[src/rtl/rv_pipe_pkg.sv]
// Shared types and constants for the instruction-fetch stage.
// Covers fetch FSM states, next-PC select codes and the IF/ID payload layout.
package rv_pipe_pkg;

    localparam int unsigned XLEN = 32;

    typedef enum logic [1:0] {
        FETCH,
        WAIT,
        HOLD,
        DRAIN
    } fetch_state_e;

    typedef enum logic [1:0] {
        PC_KEEP,
        PC_INC,
        PC_LOAD
    } pc_sel_e;

    typedef struct packed {
        logic [XLEN-1:0] pc;
        logic [XLEN-1:0] pcadd4;
        logic [XLEN-1:0] instr;
    } fetch_payload_t;

    localparam logic [XLEN-1:0] BUBBLE_INSTR = 32'h0;
    localparam logic [XLEN-1:0] PC_STEP      = 32'd4;
    localparam logic [XLEN-1:0] WORD_MASK    = {{(XLEN-2){1'b1}}, 2'b00};

    // Force a byte address onto a word boundary.
    function automatic logic [XLEN-1:0] align_word(input logic [XLEN-1:0] addr);
        return addr & WORD_MASK;
    endfunction

endpackage

[src/rtl/if_pc_gen.sv]
// PC register with next-PC mux: hold, step by one word, or load a word-aligned target.
module if_pc_gen
    import rv_pipe_pkg::*;
#(
    parameter logic [XLEN-1:0] RESET_PC = 32'h0000_0000
) (
    input  logic            clk,
    input  logic            rst,
    input  logic [1:0]      pc_sel,
    input  logic [XLEN-1:0] load_pc,
    output logic [XLEN-1:0] pc,
    output logic [XLEN-1:0] pc_plus4_c
);

    logic [XLEN-1:0] pc_q;
    logic [XLEN-1:0] pc_d;

    // Increment wraps modulo 2^32.
    assign pc_plus4_c = pc_q + PC_STEP;
    assign pc         = pc_q;

    always_comb begin
        pc_d = pc_q;
        case (pc_sel)
            PC_INC:  pc_d = pc_plus4_c;
            PC_LOAD: pc_d = align_word(load_pc);
            default: pc_d = pc_q;
        endcase
    end

    always_ff @(posedge clk or posedge rst) begin
        if (rst) pc_q <= RESET_PC;
        else     pc_q <= pc_d;
    end

endmodule

[src/rtl/if_fetch_unit.sv]
// Instruction-fetch stage: owns the PC, runs the imem handshake and feeds IF/ID.
// Optional perf counters (fetch_cnt, stall_cnt) are built when IF_PERF_CNT_EN is defined.
module if_fetch_unit
    import rv_pipe_pkg::*;
#(
    parameter logic [31:0] RESET_PC = 32'h0000_0000
`ifdef IF_PERF_CNT_EN
    ,
    parameter int unsigned CNT_W    = 32
`endif
) (
    input  logic             clk,
    input  logic             rst,
    input  logic             redirect_en,
    input  logic [31:0]      redirect_pc,
    input  logic             id_stall,
    output logic             imem_req,
    output logic [31:0]      imem_addr,
    input  logic             imem_ack,
    input  logic [31:0]      imem_rdata,
    output logic [31:0]      pc_out,
    output logic [31:0]      pcadd4_out,
    output logic [31:0]      instr_out,
    output logic             instr_valid,
    output logic             fetch_stall,
`ifdef IF_PERF_CNT_EN
    output logic             fetch_flush,
    output logic [CNT_W-1:0] fetch_cnt,
    output logic [CNT_W-1:0] stall_cnt
`else
    output logic             fetch_flush
`endif
);

    fetch_state_e    state_q, state_d;
    fetch_payload_t  pay_q, pay_d;
    logic [XLEN-1:0] addr_q, addr_d;
    logic [XLEN-1:0] tgt_q, tgt_d;
    logic            req_q, req_d;
    logic            valid_q, valid_d;
    logic            stall_q, stall_d;
    logic            flush_q, flush_d;

    pc_sel_e         pc_sel;
    logic [XLEN-1:0] load_pc;
    logic [XLEN-1:0] pc;
    logic [XLEN-1:0] pc_plus4_c;
    logic            accept_c;

    if_pc_gen #(
        .RESET_PC (RESET_PC)
    ) u_pc_gen (
        .clk        (clk),
        .rst        (rst),
        .pc_sel     (pc_sel),
        .load_pc    (load_pc),
        .pc         (pc),
        .pc_plus4_c (pc_plus4_c)
    );

    always_ff @(posedge clk or posedge rst) begin
        if (rst) state_q <= FETCH;
        else     state_q <= state_d;
    end

    // Redirect beats ack and id_stall in every state.
    always_comb begin
        state_d = state_q;
        case (state_q)
            FETCH: state_d = redirect_en ? FETCH : WAIT;
            WAIT: begin
                if (redirect_en)   state_d = imem_ack ? FETCH : DRAIN;
                else if (imem_ack) state_d = id_stall ? HOLD : FETCH;
            end
            HOLD:    if (redirect_en || !id_stall) state_d = FETCH;
            DRAIN:   if (imem_ack) state_d = FETCH;
            default: state_d = FETCH;
        endcase
    end

    // Datapath and registered-output updates for the current state.
    always_comb begin
        req_d    = 1'b0;
        addr_d   = addr_q;
        tgt_d    = tgt_q;
        pay_d    = pay_q;
        valid_d  = valid_q;
        stall_d  = 1'b1;
        flush_d  = redirect_en;
        pc_sel   = PC_KEEP;
        load_pc  = redirect_pc;
        accept_c = 1'b0;
        case (state_q)
            FETCH: begin
                if (redirect_en) begin
                    pc_sel = PC_LOAD;
                end else begin
                    req_d  = 1'b1;
                    addr_d = pc;
                end
            end
            WAIT: begin
                if (redirect_en) begin
                    if (imem_ack) begin
                        pc_sel = PC_LOAD;
                    end else begin
                        req_d = 1'b1;
                        tgt_d = align_word(redirect_pc);
                    end
                end else if (imem_ack) begin
                    accept_c = 1'b1;
                    if (!id_stall) pc_sel = PC_INC;
                end else begin
                    req_d = 1'b1;
                end
            end
            HOLD: begin
                if (redirect_en)    pc_sel = PC_LOAD;
                else if (!id_stall) pc_sel = PC_INC;
            end
            DRAIN: begin
                // In-flight data belongs to the abandoned path and is dropped.
                if (imem_ack) begin
                    pc_sel  = PC_LOAD;
                    load_pc = redirect_en ? redirect_pc : tgt_q;
                end else begin
                    req_d = 1'b1;
                    if (redirect_en) tgt_d = align_word(redirect_pc);
                end
            end
            default: ;
        endcase

        if (accept_c) begin
            pay_d.pc     = pc;
            pay_d.pcadd4 = pc_plus4_c;
            pay_d.instr  = imem_rdata;
            valid_d      = 1'b1;
            stall_d      = 1'b0;
        end
        if (redirect_en) begin
            pay_d.instr = BUBBLE_INSTR;
            valid_d     = 1'b0;
        end
    end

    always_ff @(posedge clk or posedge rst) begin
        if (rst) begin
            req_q   <= 1'b0;
            addr_q  <= RESET_PC;
            tgt_q   <= RESET_PC;
            pay_q   <= '0;
            valid_q <= 1'b0;
            stall_q <= 1'b1;
            flush_q <= 1'b0;
        end else begin
            req_q   <= req_d;
            addr_q  <= addr_d;
            tgt_q   <= tgt_d;
            pay_q   <= pay_d;
            valid_q <= valid_d;
            stall_q <= stall_d;
            flush_q <= flush_d;
        end
    end

    assign imem_req    = req_q;
    assign imem_addr   = addr_q;
    assign pc_out      = pay_q.pc;
    assign pcadd4_out  = pay_q.pcadd4;
    assign instr_out   = pay_q.instr;
    assign instr_valid = valid_q;
    assign fetch_stall = stall_q;
    assign fetch_flush = flush_q;

`ifdef IF_PERF_CNT_EN
    logic [CNT_W-1:0] fetch_cnt_q, fetch_cnt_d;
    logic [CNT_W-1:0] stall_cnt_q, stall_cnt_d;

    // Free-running counters; wrap silently.
    always_comb begin
        fetch_cnt_d = fetch_cnt_q + CNT_W'(accept_c && !redirect_en);
        stall_cnt_d = stall_cnt_q + CNT_W'(stall_q);
    end

    always_ff @(posedge clk or posedge rst) begin
        if (rst) begin
            fetch_cnt_q <= '0;
            stall_cnt_q <= '0;
        end else begin
            fetch_cnt_q <= fetch_cnt_d;
            stall_cnt_q <= stall_cnt_d;
        end
    end

    assign fetch_cnt = fetch_cnt_q;
    assign stall_cnt = stall_cnt_q;
`endif

endmodule

[config.mk]
export PLATFORM = sky130hd
export DESIGN_NAME = if_fetch_unit
export DESIGN_NICKNAME = d
export VERILOG_FILES = /design/src/rtl/rv_pipe_pkg.sv /design/src/rtl/if_pc_gen.sv /design/src/rtl/if_fetch_unit.sv
export SDC_FILE = /design/constraint.sdc
export NUM_CORES = 1
export LEC_CHECK = 0
export ABC_AREA = 1
export CORE_MARGIN = 10
export CORE_UTILIZATION = 30
export CTS_BUF_LIST = sky130_fd_sc_hd__clkbuf_4 sky130_fd_sc_hd__clkbuf_8 sky130_fd_sc_hd__clkbuf_16
export CTS_CLUSTER_DIAMETER = 120
export DETAILED_ROUTE_END_ITERATION = 10
export DONT_BUFFER_PORTS = 1
export PLACE_DENSITY = 0.51
export SLEW_MARGIN = 10
export SYNTH_ARGS = -nofsm -noshare
export SYNTH_HDL_FRONTEND = slang
export SYNTH_SLANG_ARGS = --single-unit
export TNS_END_PERCENT = 100
[constraint.sdc]
create_clock -name clk -period 5.5 [get_ports clk]
set_clock_uncertainty 0.1 [all_clocks]
set_input_delay 0.55 -clock clk [delete_from_list [all_inputs] [get_ports clk]]
set_output_delay 0.55 -clock clk [all_outputs]
set_load 0.005 [all_outputs]
==> impl_results.md <==
* Placed standard-cell area at 8750 um2
* Final standard cell area without fillers at 9350 um2
* Endpoint kind of the worst setup timing path: flop
* Highest attainable clock frequency at 320 MHz
* Area share of the leading cell type in the synthesized netlist at 0.554
* Netlist cell types at 33
* Number of synthesized register bits at 188
* Quantity of gates resized following cts at 0
* Worst slew slack as a fraction of its limit at 0.298
* Summed instance area of the synthesized netlist at 8440 um2
* Final critical delay including setup and external delays at 3.13 ns
* Main area contributors after synthesis: sky130_fd_sc_hd__dfrtp_1 (55%), sky130_fd_sc_hd__nand2_1 (15%), sky130_fd_sc_hd__o21ai_0 (5.6%), sky130_fd_sc_hd__nand3_1 (3.5%), sky130_fd_sc_hd__inv_1 (3.2%)
* Worst-path clk slew at 0.07 ns
* Synth-to-Final Area Change at 10.7%
* Global-route wire length before repair at 39300 um
* Initial DRC count at 443
* Count of mapped cells out of synthesis at 1012
* CP max stage cell: sky130_fd_sc_hd__inv_1
* Power density relative to cell area at 552 nW/um2
* Initial Util at 0.304
* Hold Crit Endpoint: fetch_flush
* Final global-route overflow total at 0
* Peak ir drop on the vdd network at 0.302 mV
* Slew Limit Fails at 0
* Kind of launch point of the worst setup path: flop
* Post-CTS setup buffer count at 0
* Source of the worst register-to-register timing path: state_q[0]
* Vias per inst at 4.64
* Capture point of the worst reg-to-reg path: u_pc_gen.pc[25]
* Die X at 188 um
* Detailed Place HPWL at 17900 um
* Run status: finished, final reports clean
* Main combinational cell family by area after synthesis: simple AND/OR/NAND/NOR gates
* Arithmetic-cell share of the synthesized area counting full adders, half adders and majority gates at 0.00296
* GRT Total Usage at 0.141
* Xor and xnor area share after synthesis at 0.0156
* Ratio of cells with drive above 1 in the final layout at 0.0679
* Largest fanout on the critical path at 34
* Post-Syn Area per Cell at 8.34 um2
* Clock network latency to the later pin of the worst-skew pair at 0.44 ns
* 1st-pass router iterations at 5
* Share of synthesized area occupied by flip-flops and latches at 0.557
* Cells on worst reg2reg path at 11
* Actual slew at the worst max-slew pin at 1.05 ns
* Count of maximum capacitance violations at 0
* Yosys warnings at 0
* Vias in the first global route at 6229
* Wire per inst at 18.0 um
* Count of input and output buffers at 0
* Via total after detailed routing at 6392
* CTS root buffer: sky130_fd_sc_hd__clkbuf_16
* Io pins at 201
* Simple-gate area share of the yosys netlist at 0.229
* CTS tree: built
* Floorplan Core Area at 27800 um2
* Sink Count at 188
* Data arrival time at the worst-slack endpoint at 3.34 ns
* List of cells traversed by the critical path: inv_2 -> nor2_1 -> nand2_4 -> o31ai_1 -> nand2_1 -> ha_1 -> buf_4 -> inv_1 -> o21ai_0 -> inv_1 -> a21oi_1
* Crit-path most repeated cell: sky130_fd_sc_hd__inv_1
* Hold Vio Cnt, Final at 0
* Reported leakage power at 0.00460 uW
* Final total negative setup slack at 0 ns
* Hold Crit Depth at 0
* Startpoint of the most critical hold path: redirect_en
* Final WL at 24800 um
* Number of antenna violations at the first check in global routing at 1
* Final worst slack at 2.37 ns
* RSZ-0062 raised after global routing: no
* Cell taking the most area after synthesis: sky130_fd_sc_hd__dfrtp_1
* Drt drc at 0
* Number of nets with antenna violations after detailed routing at 0
* Synthesized-area fraction occupied by ao, oa, aoi and oai cells at 0.116
* Post-route fraction of the period consumed by the critical path at 0.569
* Worst setup path class: reg -> reg
* Class of the worst hold path: in -> reg
* Final Setup Violations at 0
* Worst hold margin at 0.0380 ns
* Antenna Diode Count at 0
* Pre-CTS worst setup slack at 2.28 ns
* Die outline height at 188 um
* Critical Path RT at 5.72 ns
* Worst setup slack for register-to-register paths at 2.37 ns
* Count of H-tree levels built during CTS at 4
* Total clock buffers created by CTS at 17
* Pin count of the biggest net entering global routing at 103
* Row count at 61
* Post-layout nets at 1059
* Longest individual stage delay on the worst path at 0.80 ns
* Count of hold-fix buffers inserted at cts at 1
* Multiplexer area fraction after synthesis at 0.0107
* GPL Wtd Cong at 0.867
* Buffer levels on the longest clock path at 2
* Area enclosed by the die boundary at 35300 um2
==> through the flow <==
| step | utilization | instances | power [uW] |
|---|---|---|---|
| detailed placement | 0.315 | 1346 | 3970 |
| finish | 0.336 | 1379 | 5160 |
| global placement | 0.315 | 1346 | 3930 |
| global route | 0.336 | 1379 | 5600 |
| floorplan | - | 1017 | 3420 |
| CTS | 0.336 | 1379 | 5250 |
==> state kept, by name (all words and copies together), names as in the netlist <==
name	cells
imem_addr	30
pcadd4_out	30
instr_out	32
fetch_flush	1
state_q	2
u_pc_gen.pc	30
instr_valid	1
tgt_q	30
fetch_stall	1
pc_out	30
imem_req	1
==> logic make-up (layout without fill, tap and decap cells) <==
| group | count (synthesis) | after routing |
|---|---|---|
| flip-flops | 188 | 188 |
| AND/OR/NAND/NOR | 474 | 474 |
| XOR/XNOR | 15 | 15 |
| other | 1 | 6 |
| AO/OA/AOI/OAI | 188 | 188 |
| buffers and inverters | 136 | 120 |
| adder cells (fa/ha/maj) | 2 | 2 |
| multiplexers | 8 | 8 |
==> synthesized netlist by cell type (all sizes together) <==
master	n
ha	2
dfrtp	187
mux2	8
o22ai	1
a21oi	28
o211ai	5
a31oi	12
buf	32
dfstp	1
conb	1
o31ai	1
nand4	1
clkinv	1
o221ai	1
clkbuf	25
o21ai	138
xor2	15
and2	4
nand2	332
inv	78
nor2	78
a22oi	2
nand3	59
==> worst max-delay path by stage <==
stage / depth (start not counted) / endpoint / slack [ns] / start
finish: 11 / u_pc_gen.pc[25] / 2.37 / state_q[0]
global route: 11 / u_pc_gen.pc[25] / 2.00 / state_q[0]
CTS: 11 / u_pc_gen.pc[25] / 2.37 / state_q[0]
detailed placement: 11 / u_pc_gen.pc[25] / 2.28 / imem_ack
global placement: 11 / u_pc_gen.pc[25] / 2.30 / imem_ack
floorplan: 1 / fetch_flush / 2.43 / rst
==> routing by layer <==
metal | track usage | wire length [um] | vias up | part of all wire
met1 | 0.185 | 11300 | 3011 | 0.45
li1 | - | - | 3182 | -
met4 | 0.0388 | 323 | 2 | 0.013
met2 | 0.207 | 11000 | 174 | 0.44
met5 | 0 | 20 | - | 0.00081
met3 | 0.0609 | 2210 | 23 | 0.089
==> critical path, delay by kind of cell (launching register included) <==
kind | cells | cell delay (ns)
compound gates | 3 | 0.41
simple gates | 3 | 0.51
buf+inv | 4 | 1.24
fa+ha+maj | 1 | 0.29
flops | 1 | 0.43
==> power breakdown <==
part | switching (uW) | internal [uW]
combinational | 923 | 460
clock | 596 | 657
sequential | 558 | 1970
total | 2080 | 3080
==> placed cells by master (no fill, tap or decap), types with 2 or more instances in the layout <==
master and n:
sky130_fd_sc_hd__nand2_2 4, sky130_fd_sc_hd__inv_8 4, sky130_fd_sc_hd__clkinv_2 2, sky130_fd_sc_hd__o211ai_1 5
sky130_fd_sc_hd__clkbuf_16 17, sky130_fd_sc_hd__conb_1 6, sky130_fd_sc_hd__dfrtp_1 187, sky130_fd_sc_hd__ha_1 2
sky130_fd_sc_hd__buf_4 7, sky130_fd_sc_hd__a21oi_1 28, sky130_fd_sc_hd__and2_1 4, sky130_fd_sc_hd__a22oi_1 2
sky130_fd_sc_hd__nor2_2 6, sky130_fd_sc_hd__mux2_1 6, sky130_fd_sc_hd__clkinvlp_4 3, sky130_fd_sc_hd__o21ai_0 94
sky130_fd_sc_hd__mux2_2 2, sky130_fd_sc_hd__nor2_4 5, sky130_fd_sc_hd__o21ai_1 44, sky130_fd_sc_hd__nand2_4 2
sky130_fd_sc_hd__xor2_1 15, sky130_fd_sc_hd__inv_1 72, sky130_fd_sc_hd__nand2_1 326, sky130_fd_sc_hd__nor2_1 67
sky130_fd_sc_hd__nand3_1 58, sky130_fd_sc_hd__inv_2 5, sky130_fd_sc_hd__a31oi_1 12, sky130_fd_sc_hd__inv_6 5
==> layout make-up <==
cell class / instances / area, um2
clock inverters: 14 / 148
multi-input cells: 693 / 3200
clock buffers: 18 / 439
inverters: 79 / 302
well taps: 378 / 473
repair buffers: 9 / 82.6
fillers: 2962 / 18400
flip-flops and latches: 188 / 4710
Power figures use the tool's default switching activity.
